### src/rtl/pipeline_hazard_ctrl.sv
// rtl/pipeline_hazard_ctrl.sv - stall/flush sequencer for the 5-stage pipeline registers
module pipeline_hazard_ctrl #(
  parameter int LOAD_STALL_CYC = 1,
  parameter int MEM_TIMEOUT    = 255,
  parameter int CNT_W          = 16
) (
  input  logic             clk,
  input  logic             reset,
  input  logic [4:0]       id_rs1,
  input  logic [4:0]       id_rs2,
  input  logic             id_use_rs1,
  input  logic             id_use_rs2,
  input  logic [4:0]       ex_rd,
  input  logic             ex_mem_read,
  input  logic             ex_redirect,
  input  logic             mem_req,
  input  logic             mem_ready,
  output logic             pc_en,
  output logic             ifid_en,
  output logic             ifid_flush,
  output logic             idex_en,
  output logic             idex_flush,
  output logic             exmem_en,
  output logic             halted,
  output logic [CNT_W-1:0] stall_cnt,
  output logic [CNT_W-1:0] flush_cnt
);

  typedef enum logic [1:0] {
    RUN        = 2'd0,
    LOAD_STALL = 2'd1,
    MEM_WAIT   = 2'd2,
    HALT       = 2'd3
  } state_t;

  localparam logic [CNT_W-1:0] CNT_MAX     = '1;
  localparam logic [CNT_W-1:0] TIMEOUT     = CNT_W'(MEM_TIMEOUT);
  localparam logic [1:0]       LS_LAST     = 2'(LOAD_STALL_CYC - 1);
  localparam bit               MULTI_STALL = (LOAD_STALL_CYC > 1);

  state_t           state;
  state_t           state_nxt;
  logic [CNT_W-1:0] wait_cnt;
  logic [CNT_W-1:0] wait_cnt_nxt;
  logic [1:0]       ls_cnt;
  logic [1:0]       ls_cnt_nxt;
  logic             lu;
  logic             mw;
  logic             run_eval;
  logic             take_redirect;

  // Hazard terms: load-use against the instruction in ID, and a stalled data-memory access.
  always_comb begin
    lu = ex_mem_read && (ex_rd != 5'd0) &&
         ((id_use_rs1 && (id_rs1 == ex_rd)) || (id_use_rs2 && (id_rs2 == ex_rd)));
    mw = mem_req && !mem_ready;
  end

  // Next state and Mealy enables; RUN priority is shared by RUN and by the MEM_WAIT release cycle.
  always_comb begin
    pc_en         = 1'b0;
    ifid_en       = 1'b0;
    ifid_flush    = 1'b0;
    idex_en       = 1'b0;
    idex_flush    = 1'b0;
    exmem_en      = 1'b0;
    take_redirect = 1'b0;
    state_nxt     = state;
    wait_cnt_nxt  = wait_cnt;
    ls_cnt_nxt    = ls_cnt;
    run_eval      = 1'b0;

    case (state)
      RUN: begin
        if (mw) begin
          state_nxt    = MEM_WAIT;
          wait_cnt_nxt = CNT_W'(1);
        end else begin
          run_eval = 1'b1;
        end
      end
      LOAD_STALL: begin
        // EX holds a bubble here, so any redirect seen is spurious and ignored.
        if (!mw) begin
          exmem_en   = 1'b1;
          idex_en    = 1'b1;
          idex_flush = 1'b1;
          if (ls_cnt == LS_LAST) begin
            state_nxt = RUN;
          end else begin
            ls_cnt_nxt = ls_cnt + 2'd1;
          end
        end
      end
      MEM_WAIT: begin
        if (mem_ready) begin
          run_eval = 1'b1;
        end else if (wait_cnt == TIMEOUT) begin
          state_nxt = HALT;
        end else begin
          wait_cnt_nxt = wait_cnt + CNT_W'(1);
        end
      end
      default: begin
        state_nxt = HALT;
      end
    endcase

    if (run_eval) begin
      state_nxt = RUN;
      if (ex_redirect) begin
        // The younger instruction is squashed, so a simultaneous load-use is moot.
        pc_en         = 1'b1;
        ifid_en       = 1'b1;
        ifid_flush    = 1'b1;
        idex_en       = 1'b1;
        idex_flush    = 1'b1;
        exmem_en      = 1'b1;
        take_redirect = 1'b1;
      end else if (lu) begin
        idex_en    = 1'b1;
        idex_flush = 1'b1;
        exmem_en   = 1'b1;
        if (MULTI_STALL) begin
          state_nxt  = LOAD_STALL;
          ls_cnt_nxt = 2'd1;
        end
      end else begin
        pc_en    = 1'b1;
        ifid_en  = 1'b1;
        idex_en  = 1'b1;
        exmem_en = 1'b1;
      end
    end

    // Everything held off while reset is asserted.
    if (reset) begin
      pc_en         = 1'b0;
      ifid_en       = 1'b0;
      ifid_flush    = 1'b0;
      idex_en       = 1'b0;
      idex_flush    = 1'b0;
      exmem_en      = 1'b0;
      take_redirect = 1'b0;
    end
  end

  assign halted = (state == HALT);

  // State register with its bubble and wait counters.
  always_ff @(posedge clk or posedge reset) begin
    if (reset) begin
      state    <= RUN;
      wait_cnt <= '0;
      ls_cnt   <= '0;
    end else begin
      state    <= state_nxt;
      wait_cnt <= wait_cnt_nxt;
      ls_cnt   <= ls_cnt_nxt;
    end
  end

  // Saturating count of cycles where the PC was held (HALT cycles excluded).
  always_ff @(posedge clk or posedge reset) begin
    if (reset) begin
      stall_cnt <= '0;
    end else if (!pc_en && (state != HALT) && (stall_cnt != CNT_MAX)) begin
      stall_cnt <= stall_cnt + CNT_W'(1);
    end
  end

  // Saturating count of redirects actually taken.
  always_ff @(posedge clk or posedge reset) begin
    if (reset) begin
      flush_cnt <= '0;
    end else if (take_redirect && (flush_cnt != CNT_MAX)) begin
      flush_cnt <= flush_cnt + CNT_W'(1);
    end
  end

endmodule

### config.mk
export PLATFORM = sky130hd
export DESIGN_NAME = pipeline_hazard_ctrl
export DESIGN_NICKNAME = d
export VERILOG_FILES = /design/src/rtl/pipeline_hazard_ctrl.sv
export SDC_FILE = /design/constraint.sdc
export NUM_CORES = 1
export LEC_CHECK = 0
export CAP_MARGIN = 20
export CORE_MARGIN = 3
export CORE_UTILIZATION = 50
export DETAILED_ROUTE_END_ITERATION = 8
export GPL_TIMING_DRIVEN = 0
export PLACE_DENSITY_LB_ADDON = 0.12
export SETUP_SLACK_MARGIN = 0.02
export SLEW_MARGIN = 20
export SYNTH_ARGS = -nofsm -noshare
export SYNTH_HDL_FRONTEND = slang
export SYNTH_SLANG_ARGS = --single-unit
### constraint.sdc
create_clock -name clk -period 2.43 [get_ports clk]
set_input_delay 0.243 -clock clk [delete_from_list [all_inputs] [get_ports clk]]
set_output_delay 0.243 -clock clk [all_outputs]
set_load 0.02 [all_outputs]
**Word-level counts from Yosys, hierarchy flattened**

Index checks and enable logic that the tools add are counted.

- $add $sub $neg: 4
- Multipliers: 0
- Div/mod/pow operators: 0
- Order comparisons: 0
- Eq/ne operators: 17
- Shift operators: 0
- Multiplexer cells: 28
- Bitwise gates (word level): 2
- Reductions and logical operators: 18

Operator list:

| kind | count |
|---|---|
| 16-bit by 1-bit adder with 16-bit output, second input constant | 3 |
| 16-bit 2-to-1 mux | 3 |
| 16-bit inequality test, second input constant | 2 |
| 16-bit one-hot mux with 2 select lines | 1 |
| 16-bit by 8-bit == test with 1-bit output, second input constant | 1 |
| 1-bit 2-to-1 mux | 16 |
| 3-bit inequality test, second input constant | 5 |
| 2-bit 2-to-1 mux | 6 |
| 5-bit == test | 2 |
| 1-bit logical AND | 8 |
| 2-bit inequality test, second input constant | 4 |
| 2-bit one-hot mux with 3 select lines | 1 |
| 5-bit AND reduction | 1 |
| 5-bit nonzero test | 1 |
| 2-bit == test, second input constant | 2 |
| 2-bit zero test | 2 |
| 4-bit AND reduction | 1 |
| 3-bit AND reduction | 1 |
| 2-bit by 1-bit adder with 2-bit output, second input constant | 1 |
| 2-bit by 1-bit == test with 1-bit output, second input constant | 1 |
| 1-bit zero test | 2 |
| 1-bit inverter | 2 |
| 1-bit one-hot mux with 2 select lines | 1 |
| 2-bit nonzero test | 1 |
| 1-bit logical OR | 1 |

- Register bits after elaboration: 52
- Latch bits: 0
- Memory bits (writable): 0
- Bits in read-only memories: 0
- Input port bits: 23
- Memories: 0

**Depth between registers and ports, before layout**

- Word-level depth: 11
- Depth in mapped cells: 8

**Worst setup path before layout**

Ideal clock, no wire load.

- Path kind: input-to-output
- From: input reset
- To: output pc_en
- Arrival time: 2.530 ns
- Slack: -0.343 ns
- Stages: 4
- Buffers on the path: 1
- Cells stage by stage: inv_1 and3_1 a21boi_0 buf_4

- Longest elaborated chain between the ends: 1

Ends and longest elaborated chain:

| element | RTL line | RTL |
|---|---|---|
| start: declaration | 8 | `input logic reset,` |
| 1-bit 2-to-1 mux | n/a |  |
| end: declaration | 18 | `output logic pc_en,` |

Every way passes these cells.

**Final worst setup path**

- From: input ex_rd[1]
- To: output ifid_en

- Longest elaborated chain between the ends: 8

Ends and longest elaborated chain:

| element | RTL line | RTL |
|---|---|---|
| start: declaration | 13 | `input logic [4:0] ex_rd,` |
| 5-bit == test | 55 | `((id_use_rs1 && (id_rs1 == ex_rd)) \|\| (id_use_rs2 && (id_rs2 == ex_rd)));` |
| 1-bit logical AND | 55 |  |
| 1-bit logical OR | 55 |  |
| 1-bit logical AND (*) | 54 | `lu = ex_mem_read && (ex_rd != 5'd0) &&` |
| 1-bit 2-to-1 mux (*) | 120 | `end else if (lu) begin` |
| 1-bit 2-to-1 mux (*) | 111 | `if (ex_redirect) begin` |
| 1-bit 2-to-1 mux (*) | 109 | `if (run_eval) begin` |
| 1-bit 2-to-1 mux (*) | 137 | `if (reset) begin` |
| end: declaration | 19 | `output logic ifid_en,` |

Mark *: on every way between the ends. The rest lies on a longest branch, timed or not.

==> flow_summary.toml <==
[status]
status = "finished, final reports clean"

[power]
pwr-share-comb = 0.378
p_seq_frac = 0.419
ir_worst_vdd_uv = 687.9
p_total_mw = 2.901
p_int_mw = 1.850
p_leak_nw = 1.496
switchingPower_mw = 1.051
switching_share = 0.3622
power.clock.fraction = 0.203
powerDensity_nw_per_um2 = 809.4

[cts]
cts_tree = "done"
clockBufferDepth = 2
h-tree-depth = 2
cts.clk_slew.worst_paths_ns = 0.09
cts-root-buf = "clkbuf_8"
cts_made_buffers = 5
cts_hold_buf = 0
cts.sink_count = 52
clock_latency_ns = 0.31

[yosys]
ys_seq_area_frac = 0.4797
yosys_warnings = 0
synth_fp_nets = 301
ys_seq_elements = 52
syn_area_per_cell_um2 = 9.900
synth_cell_type_count = 42
synth_ff_type = "dfrtp_1"
syn-cell-area_um2 = 2713
synth_edf_count = 0
async_reset_ff_frac = 1.000
synth_cells = 274

[critical_path]
cp.arrival_ns = 2.09
worst-path-buf-inv = 2
slowest_stage = "or4_4"
path_delay_family = "buffers and inverters"
r2r_slack_ns = 0.25
crit_chain = "clkdlybuf4s50_1 > or4_4 > o211a_1 > a21boi_1 > clkdlybuf4s15_1"
crit_fanout = 3
max_stage_delay_ns = 0.56
critPathCaptureType = "output port"
criticalPathCategory = "in2out"
worst-endpoint-required_ns = 2.19
start_kind = "input pin"

[timing]
slew_violations = 0
period_needed_ns = 2.333
slew_headroom = 0.6394
setup_viol = 0
skew_ns = 0.006999
rsz0062_at_grt = "false"
fin_crit_sh = 0.9600
fmax_ghz = 0.4287
hold_violations = 0
worst_pin_slew_ns = 0.5380

[global_route]
grt_pass1_wl_um = 9832
antenna_found_initial = 0
globalRoute.totalOverflow = 0
grt_max_degree = 30
grt_pass1_vias = 2089
grt_use_total = 0.1952

[die]
io_pins = 62
die_area_um2 = 6345
fp.dieW_um = 79.66
die_y_um = 79.66
rows = 26
coreArea_um2 = 5172
start_util = 0.5244

[hold_path]
hold_path.class = "in2async"

[job]
drv_cap = 0

[route]
wl_per_cell_um = 13.61
vias = 2194
drc = 0
drt_first_pass_iters = 4
wirelength_um = 5691
drtIter0Drc = 109
drtAntennaViolNets = 0
viasPerCell = 5.249

[place]
globalplace.congestion = 0.7799
dp_hpwl_um = 4255
portBuffers = 61

[layout]
drive_gt1_frac = 0.08046
area_delta_synth_final_pct = 32.15
n_fill_cell = 411
layout_common_cells = "clkdlybuf4s50_1, dfrtp_1, xnor2_1"
antenna-diode-count = 0
layout_commonest_cell = "clkdlybuf4s50_1"
final_nets = 374
fin_util = 0.6930
cell usage after synthesis (2+ instances only):
cell type	count	area, µm²
xor2_1	22	192.7
a31oi_1	3	18.77
inv_1	13	48.80
a311oi_1	2	17.52
nand3_1	21	105.1
a21boi_0	2	15.01
o21ai_0	4	20.02
o21ai_1	3	15.01
clkbuf_1	4	15.01
or4_1	3	22.52
dfrtp_1	52	1301
and2_1	2	12.51
nor4_1	3	18.77
nor2_1	23	86.33
ha_1	4	50.05
nand2_1	22	82.58
xnor2_1	28	245.2
o22ai_1	2	12.51
o41ai_1	2	17.52
buf_4	2	15.01
nand4_1	13	81.33
a21oi_1	6	30.03
and4_1	6	52.55
and3_1	9	56.30
nor3_1	6	30.03
state kept, by name (all words and copies together), names as in the netlist, named ones only:
| register | cells |
|---|---|
| flush_cnt | 16 |
| stall_cnt | 16 |
| wait_cnt | 16 |
| ls_cnt | 2 |
| state | 1 |
final cells by class:
cell class	count	area, µm²	area share
well taps	70	87.58	0.02443
clock buffers	6	72.57	0.02024
repair inverters	1	5.005	0.001396
repair buffers	65	654.4	0.1825
flip-flops and latches	52	1301	0.3630
plain buffers	8	46.29	0.01291
multi-input cells	200	1326	0.3700
clock inverters	2	35.03	0.009773
inverters	14	56.30	0.01571
layer usage:
metal  wire (µm)  part of all wire  up-vias  global-route usage
met5           0                 0        -                   0
met2        2708              0.48       47              0.3172
li1            -                 -     1105                   -
met3         229             0.040        4             0.04289
met4          42            0.0074        0             0.04639
met1        2711              0.48     1038              0.2654
cells by family after synthesis:
| group | share of synthesized area |
|---|---|
| and+or+nand+nor | 0.2149 |
| AOI/OAI and AO/OA | 0.08118 |
| muxes | 0.008302 |
| buffers and inverters | 0.03597 |
| xor gates and xnor gates | 0.1614 |
| DFF | 0.4797 |
| adders and majority gates | 0.01845 |
per-stage QoR:
step	TNS, ns	instance area [µm²]	setup WS (ns)	hold WS, ns	cells
6_report	0	3585	0.09724	0.4723	418
5_1_grt	0	3585	0.02257	0.5158	418
4_1_cts	0	3552	0.04493	0.4557	416
3_5_place_dp	-7.793	3435	-0.4426	0.4727	406
3_3_place_gp	-28.29	3415	-1.079	0.4650	405
2_1_floorplan	0	2716	0.08894	0.3008	274
path summary, 6_finish.rpt:
| check | startpoint | to | cells after the start |
|---|---|---|---|
| hold / removal | reset | flush_cnt[6]$_DFFE_PP0P_ | 2 |
| min in group clk | wait_cnt[15]$_DFFE_PP0P_ | wait_cnt[15]$_DFFE_PP0P_ | 1 |
| setup / recovery | ex_rd[1] | ifid_en | 5 |
| max in group asynchronous | reset | stall_cnt[8]$_DFFE_PP0P_ | 4 |
| hold reg to reg | wait_cnt[15]$_DFFE_PP0P_ | wait_cnt[15]$_DFFE_PP0P_ | 1 |
| setup reg to reg | stall_cnt[0]$_DFFE_PP0P_ | stall_cnt[1]$_DFFE_PP0P_ | 7 |
power groups by stage:
stage / clock (mW) / combinational (mW) / sequential, mW
finish: 0.588 / 1.10 / 1.22
global route: 0.628 / 1.22 / 1.25
CTS: 0.602 / 1.09 / 1.21
detailed placement: 0 / 1.09 / 1.23
global placement: 0 / 1.06 / 1.22
floorplan: 0 / 0.527 / 1.33
what timing repair did:
| item | 4_1_cts | 5_1_grt |
|---|---|---|
| pin swaps | 0 | 1 |
| setup buffers | 1 | 2 |
| gates resized for setup | 8 | 7 |
| cloned | 1 | 0 |
| endpoints found under the setup margin | 14 | 13 |
Power figures use the tool's default switching activity.
